--- config.mk ---
export PLATFORM = sky130hd
export DESIGN_NAME = bcd_to_binary_seq
export DESIGN_NICKNAME = d
export VERILOG_FILES = /design/src/rtl/bcd_pkg.sv /design/src/rtl/bcd_digit_adj.sv /design/src/rtl/bcd_to_binary_seq.sv
export SDC_FILE = /design/constraint.sdc
export NUM_CORES = 1
export LEC_CHECK = 0
export BUFFER_PORTS_ARGS = -buffer_cell sky130_fd_sc_hd__buf_2
export CORE_MARGIN = 3
export CORE_UTILIZATION = 47
export CTS_CLUSTER_SIZE = 24
export DETAILED_ROUTE_END_ITERATION = 10
export GPL_ROUTABILITY_DRIVEN = 1
export PLACE_DENSITY = 0.77
export SYNTH_ARGS = -nofsm -noshare
export SYNTH_HDL_FRONTEND = slang
export SYNTH_SLANG_ARGS = --single-unit
--- constraint.sdc ---
create_clock -name Clock -period 2.5 [get_ports Clock]
set_clock_uncertainty 0.2 [all_clocks]
set_input_delay 0.125 -clock Clock [delete_from_list [all_inputs] [get_ports Clock]]
set_output_delay 0.125 -clock Clock [all_outputs]
set_load 0.02 [all_outputs]
--- src/rtl/bcd_pkg.sv ---
// Shared definitions for the BCD-to-binary converter: FSM states, digit
// adjust constants and the digit validity helper.
package bcd_pkg;

  typedef enum logic [1:0] {
    ST_IDLE  = 2'd0,
    ST_SHIFT = 2'd1,
    ST_DONE  = 2'd2
  } bcd_state_e;

  localparam logic [3:0] BCD_ADJ       = 4'd3;
  localparam logic [3:0] BCD_ADJ_MIN   = 4'd8;
  localparam logic [3:0] BCD_DIGIT_MAX = 4'd9;

  // True when any of the low `digits` nibbles of v is not a decimal digit.
  function automatic logic bcd_has_invalid(input logic [15:0] v,
                                           input int unsigned digits);
    logic bad;
    bad = 1'b0;
    for (int unsigned i = 0; i < digits; i++) begin
      if (v[4*i +: 4] > BCD_DIGIT_MAX) bad = 1'b1;
    end
    return bad;
  endfunction

endpackage

--- src/rtl/bcd_digit_adj.sv ---
// Reverse double-dabble digit cell: subtracts 3 from a BCD digit that is 8 or
// more after the right shift.
module bcd_digit_adj
  import bcd_pkg::*;
(
  input  logic [3:0] din,
  output logic [3:0] dout
);

  always_comb begin
    dout = din;
    if (din >= BCD_ADJ_MIN) dout = din - BCD_ADJ;
  end

endmodule

--- src/rtl/bcd_to_binary_seq.sv ---
// Sequential BCD-to-binary converter, one bit per clock, start/busy/done
// handshake. Define BCD_CHECK_EN to flag invalid input digits on err.
module bcd_to_binary_seq
  import bcd_pkg::*;
#(
  parameter int unsigned DIGITS = 2
) (
  input  logic                  Clock,
  input  logic                  Resetn,
  input  logic                  start,
  input  logic [4*DIGITS-1:0]   bcd_in,
  output logic [4*DIGITS-1:0]   bin_out,
  output logic                  busy,
  output logic                  done,
  output logic                  err
);

  localparam int unsigned W  = 4 * DIGITS;
  localparam int unsigned CW = $clog2(W);
  localparam logic [CW-1:0] LAST = CW'(W - 1);

  bcd_state_e    state_q, state_d;
  logic [W-1:0]  bcd_q, bcd_d;
  logic [W-1:0]  bin_q, bin_d;
  logic [CW-1:0] cnt_q, cnt_d;
  logic [W-1:0]  bin_out_d;
  logic          busy_d, done_d;
  logic          bad_q, bad_d;
  logic          err_d;

  // {bcd_q, bin_q} shifted right by one, then every BCD digit adjusted.
  logic [W-1:0]  sh_bcd, sh_bin, adj_bcd;
  assign sh_bcd = {1'b0, bcd_q[W-1:1]};
  assign sh_bin = {bcd_q[0], bin_q[W-1:1]};

  for (genvar g = 0; g < DIGITS; g++) begin : g_adj
    bcd_digit_adj u_adj (
      .din  (sh_bcd[4*g +: 4]),
      .dout (adj_bcd[4*g +: 4])
    );
  end

`ifdef BCD_CHECK_EN
  logic err_q;
  assign err   = err_q;
  assign bad_d = (state_q == ST_IDLE && start) ?
                 bcd_has_invalid(16'(bcd_in), DIGITS) : bad_q;
`else
  assign err   = 1'b0;
  assign bad_d = 1'b0;
`endif

  always_comb begin
    state_d   = state_q;
    bcd_d     = bcd_q;
    bin_d     = bin_q;
    cnt_d     = cnt_q;
    bin_out_d = bin_out;
    busy_d    = busy;
    done_d    = 1'b0;
    err_d     = err;
    case (state_q)
      ST_IDLE: begin
        if (start) begin
          bcd_d   = bcd_in;
          bin_d   = '0;
          cnt_d   = '0;
          busy_d  = 1'b1;
          state_d = ST_SHIFT;
        end
      end
      ST_SHIFT: begin
        bcd_d = adj_bcd;
        bin_d = sh_bin;
        cnt_d = cnt_q + 1'b1;
        if (cnt_q == LAST) begin
          cnt_d     = '0;
          bin_out_d = bad_q ? '0 : sh_bin;
          err_d     = bad_q;
          done_d    = 1'b1;
          state_d   = ST_DONE;
        end
      end
      ST_DONE: begin
        busy_d  = 1'b0;
        state_d = ST_IDLE;
      end
      default: state_d = ST_IDLE;
    endcase
  end

  always_ff @(posedge Clock or negedge Resetn) begin
    if (!Resetn) begin
      state_q <= ST_IDLE;
      bcd_q   <= '0;
      bin_q   <= '0;
      cnt_q   <= '0;
      bin_out <= '0;
      busy    <= 1'b0;
      done    <= 1'b0;
      bad_q   <= 1'b0;
    end else begin
      state_q <= state_d;
      bcd_q   <= bcd_d;
      bin_q   <= bin_d;
      cnt_q   <= cnt_d;
      bin_out <= bin_out_d;
      busy    <= busy_d;
      done    <= done_d;
      bad_q   <= bad_d;
    end
  end

`ifdef BCD_CHECK_EN
  always_ff @(posedge Clock or negedge Resetn) begin
    if (!Resetn) err_q <= 1'b0;
    else         err_q <= err_d;
  end
`else
  logic unused_err_d;
  assign unused_err_d = err_d;
`endif

endmodule

Word-level counts from Yosys, hierarchy flattened
Cells that the tools add are included.
W data, S select, Z words.
{"block": "op_classes", "div_mod_pow": 0, "n_eq_ne": 5, "add_sub_neg": 3, "n_mul": 0, "bitwise": 0, "shifts": 0, "reduce_logical": 7, "mux": 16, "magnitude_cmp": 2}
{"cell": "$pmux W8 S2", "n": 2}
{"cell": "$mux W8", "n": 2}
{"cell": "$mux W4", "n": 2}
{"cell": "$reduce_and A2 Y1", "n": 4}
{"cell": "$mux W3", "n": 2}
{"cell": "$pmux W3 S2", "n": 1}
{"cell": "$ge A3 B4 Y1 const B", "n": 1}
{"cell": "$ge A4 B4 Y1 const B", "n": 1}
{"cell": "$mux W2", "n": 2}
{"cell": "$ne A2 B2 Y1 const B", "n": 2}
{"cell": "$pmux W2 S2", "n": 1}
{"cell": "$reduce_bool A2 Y1", "n": 2}
{"cell": "$sub A3 B2 Y4 const B", "n": 1}
{"cell": "$sub A4 B2 Y4 const B", "n": 1}
{"cell": "$add A3 B1 Y3 const B", "n": 1}
{"cell": "$eq A3 B3 Y1 const B", "n": 1}
{"cell": "$mux W1", "n": 3}
{"cell": "$eq A2 B1 Y1 const B", "n": 1}
{"cell": "$eq A2 B2 Y1 const B", "n": 1}
{"cell": "$logic_not A2 Y1", "n": 1}
{"cell": "$pmux W1 S2", "n": 1}
{"block": "totals", "mem_count": 0, "elab_cells": 40, "ramBits": 0, "latch_bits": 0, "romBits": 0, "reg_bits": 31, "output_inout_bits": 11}

Depth between registers and ports, before layout
{"block": "depth", "word_depth": 3, "depth_mapped": 5, "mapped_depth_nobuf": 5}

Hierarchy
Synthesis repeated with hierarchy kept, for this count alone.
{"block": "hier_totals", "cells_unflattened": 126, "area_unflattened_um2": 1537.7}
{"module": "bcd_to_binary_seq", "cells_each": 104, "area_each_um2": 1385.1, "n_inst": 1}
{"module": "bcd_digit_adj", "cells_each": 11, "area_each_um2": 76.3, "n_inst": 2}

Worst setup path after synthesis
Ideal clock, no wire load.
{"block": "synth_timing", "path_kind": "register to register", "startpoint": "register cnt_q[0]", "endpoint": "register bin_out[0]", "setup_slack_ns": 0.951, "setup_ns": 0.125, "synth_period_minus_slack_ns": 1.549, "path_stages_with_launch": 5, "arrival_ns": 1.224, "path_buffers": 0, "path_cell_list": "dfrtp_1 -> ha_1 -> ha_1 -> nand2_8 -> mux2_4"}
{"block": "synth_via", "elab_chain_cells": 2}
{"item": "start, declared", "line_no": "bcd_to_binary_seq.sv:25", "rtl": "logic [CW-1:0] cnt_q, cnt_d;"}
{"item": "start signal, assigned", "line_no": "bcd_to_binary_seq.sv:106", "rtl": "cnt_q <= cnt_d;"}
{"item": "$eq A3 B3 Y1", "line_no": "bcd_to_binary_seq.sv:76", "rtl": "if (cnt_q == LAST) begin"}
{"item": "$reduce_and A2 Y1 (no source line)"}
{"item": "end signal, assigned", "line_no": "bcd_to_binary_seq.sv:107", "rtl": "bin_out <= bin_out_d;"}
{"item": "end, declared", "line_no": "bcd_to_binary_seq.sv:12", "rtl": "output logic [4*DIGITS-1:0] bin_out,"}
Every way passes these cells.
A chain may end at the register's enable or synchronous reset.

Worst setup path after layout
{"block": "layout_timing", "startpoint": "register state_q[0]", "endpoint": "register bin_out[6]"}
{"block": "layout_via", "elab_chain_cells": 2}
{"item": "start, declared", "line_no": "bcd_to_binary_seq.sv:22", "rtl": "bcd_state_e state_q, state_d;"}
{"item": "start signal, assigned", "line_no": "bcd_to_binary_seq.sv:103", "rtl": "state_q <= state_d;"}
{"item": "$eq A2 B1 Y1", "line_no": "bcd_to_binary_seq.sv:62", "rtl": "case (state_q)"}
{"item": "$reduce_and A2 Y1 (no source line)"}
Every way passes these cells.

==> results.yml <==
cells_and_area:
  layout.cells.non_filler: 164
  fin_nets: 149
  diodes: 0
  drive_above_1_share_pct: 29.85
  area_growth_pct: 17.44
power_and_ir_drop:
  p_per_area_mw_per_mm2: 1169
  ir_worst_vdd_mv: 0.7417
  cellLeakagePower_nw: 0.8478
  total_power_mw: 1.852
placement:
  dp_cells: 149
  pre_cts_ws_ns: 0.7008
  dp_hpwl_mm: 1.576
  gp_congestion: 0.7309
  portBuffers: 20
timing:
  worst_slack_ns: 0.6847
  report.final.hold_viol_count: 0
  finalSetupViolations: 0
  fin_tns_setup_ns: 0
  fmax_mhz: 550.9
  finalCriticalPeriod_ns: 1.815
  holdWs_ns: 0.03317
  period_share_pct: 72.61
  max_slew_margin_pct: 55.77
  max_slew.worst_pin.slew_ns: 0.6635
  slew_viol_final: 0
  rsz0062_at_grt: "false"
logic_synthesis:
  ys_seq_area_share_pct: 55.66
  synth_commonest_cells: "30 x dfrtp_1, 9 x a22o_1, 8 x mux2_4, 8 x nand2_1"
  ys_ff_latch: 30
  yosys_warnings: 0
  async_reset_ff_share_pct: 100.0
  post-synth-top-count-cell: "dfrtp_1"
  yosysUniqueCellTypes: 25
  syn_inst: 102
  synth_top_area_share_pct: 55.66
  netlist_area_mm2: 0.001349
  synth_edf_count: 0
  syn-num-nets: 117
  synth.area.top_cells: "dfrtp_1 56%, mux2_4 8.9%, a22o_1 5.8%"
  yosysTopAreaCell: "dfrtp_1"
  avgSynthCellArea_um2: 13.22
  synth_ff_type: "dfrtp_1"
setup_path:
  critPathArrivalTime_ns: 1.83
  crit_slowest_cell: "nor2b_4"
  cpLargestDelayFamily: "simple AND/OR/NAND/NOR gates"
  endpoint_kind: "flop"
  start_kind: "flop"
  crit_type: "flop to flop"
  critPathMaxStageDelay_ns: 0.56
  required_ns: 2.51
  crit_buf_inv: 0
  cp_cell_sequence: "nor2b_4 -> nand2_8 -> mux2_4"
  path_max_fanout: 18
floorplanning:
  floorplan.initialDensity_pct: 52.08
  io_pins: 22
  dieHeight_um: 59.57
  num_rows: 18
  core_mm2: 0.002590
  dieArea_mm2: 0.003549
  dieWidth_um: 59.57
route:
  wl_per_cell_um: 14.18
  wl_mm: 2.325
  vias: 880
  drtAntennaViolNets: 0
  drc: 0
  routed_via_density: 5.366
  drtIter0Drc: 15
  drt_first_pass_iters: 4
clock_network:
  ctsResizeCount: 0
  clk_pin_slew_ns: 0.09
  cts_buffer_depth: 2
  clock_latency_ns: 0.32
  cts_tree: "done"
  root_buffer: "clkbuf_4"
  htreeDepth: 2
  cts.sinks: 30
  cts_made_buffers: 5
outcome:
  outcome: "complete, no violations"
grt:
  grt_use_total_pct: 14.82
  grt_antenna_before_repair: 0
  grt-ovfl-total: 0
  first_global_vias: 804
  grt_start_max_net_pins: 31
  grt_pass1_wl_mm: 3.836
job:
  drv_cap: 0
min_path:
  hold_class: "primary input to flop"
## layout by cell type (no fill, tap or decap)
master / synthesis / routed
a22o_1: 9 / 9
nor2_1: 1 / 1
nor2b_1: 2 / 2
a21oi_1: 3 / 3
nand2_8: 1 / 1
buf_2: 2 / 20
buf_4: 2 / 2
clkinv_2: 0 / 2
o21bai_1: 1 / 1
mux2_4: 8 / 8
xor2_1: 1 / 1
mux2i_1: 7 / 7
inv_1: 7 / 7
nor2b_4: 1 / 1
xnor2_1: 1 / 1
o22a_1: 2 / 2
dfrtp_1: 30 / 30
mux2_2: 1 / 1
and2b_1: 1 / 1
clkbuf_4: 0 / 5
nor3b_1: 1 / 1
o21ai_0: 6 / 6
nand2_1: 8 / 8
conb_1: 1 / 1
dlygate4sd3_1: 0 / 8
ha_1: 4 / 4
a32o_1: 1 / 1
## final timing paths
check	startpoint	to	slack, ns	depth (start not counted)
min in group asynchronous	Resetn	bin_q[7]	0.17	2
max reg2reg	state_q[0]	bin_out[6]	0.68	3
min	bcd_in[3]	bcd_q[3]	0.03	4
max in group asynchronous	Resetn	bcd_q[7]	1.50	2
max	state_q[0]	bin_out[6]	0.68	3
min reg2reg	bcd_q[5]	bcd_q[5]	0.29	2
## power by group
part | switching [mW] | total [mW] | internal [mW]
sequential | 0.157 | 0.843 | 0.686
clock | 0.158 | 0.259 | 0.101
combinational | 0.369 | 0.749 | 0.381
total | 0.684 | 1.85 | 1.17
## registers in the layout, indices dropped and copies added (netlist names)
register,flops
bcd_q,8
bin_out,8
bin_q,7
cnt_q,3
state_q,2
busy,1
done,1
## metal layers
layer | GRT usage, % | share of wire, % | vias to the layer above
li1 | - | - | 416
met1 | 20.00 | 48 | 430
met2 | 21.84 | 45 | 28
met3 | 4.575 | 5.5 | 6
met4 | 6.646 | 1.7 | 0
met5 | 0 | 0 | -
## timing repair
item	in CTS	in global routing
hold endpoints to repair	37	0
setup buffers	0	0
hold buffers	8	0
## tightest hold or removal path, stage by stage
cell,delay (ns)
buf_2,0.08
nor3b_1,0.04
a21oi_1,0.13
o22a_1,0.15
## cell families after synthesis
| group | after synthesis | synth area share [%] |
|---|---|---|
| AOI/OAI and AO/OA | 22 | 11.78 |
| xor gates and xnor gates | 2 | 1.299 |
| adders and majority gates | 4 | 3.711 |
| buffers and inverters | 12 | 5.288 |
| DFF | 30 | 55.66 |
| muxes | 16 | 14.94 |
| other | 1 | 0.2780 |
| and+or+nand+nor | 15 | 7.050 |
## stage by stage
step | utilization [%] | area (um^2)
6_report | 61.16 | 1584
3_5_place_dp | 56.23 | 1456
3_3_place_gp | 56.23 | 1456
5_1_grt | 61.16 | 1584
4_1_cts | 61.16 | 1584
2_1_floorplan | - | 1349
## layout make-up
type	count	area, um^2
Tap cell	30	37.54
Inverter	7	26.28
Clock inverter	2	10.01
Sequential cell	30	750.7
Fill cell	198	1006
Clock buffer	5	37.54
Multi-Input combinational cell	60	526.8
Timing Repair Buffer	30	195.2
No activity file was read; power rests on OpenSTA's default activity.
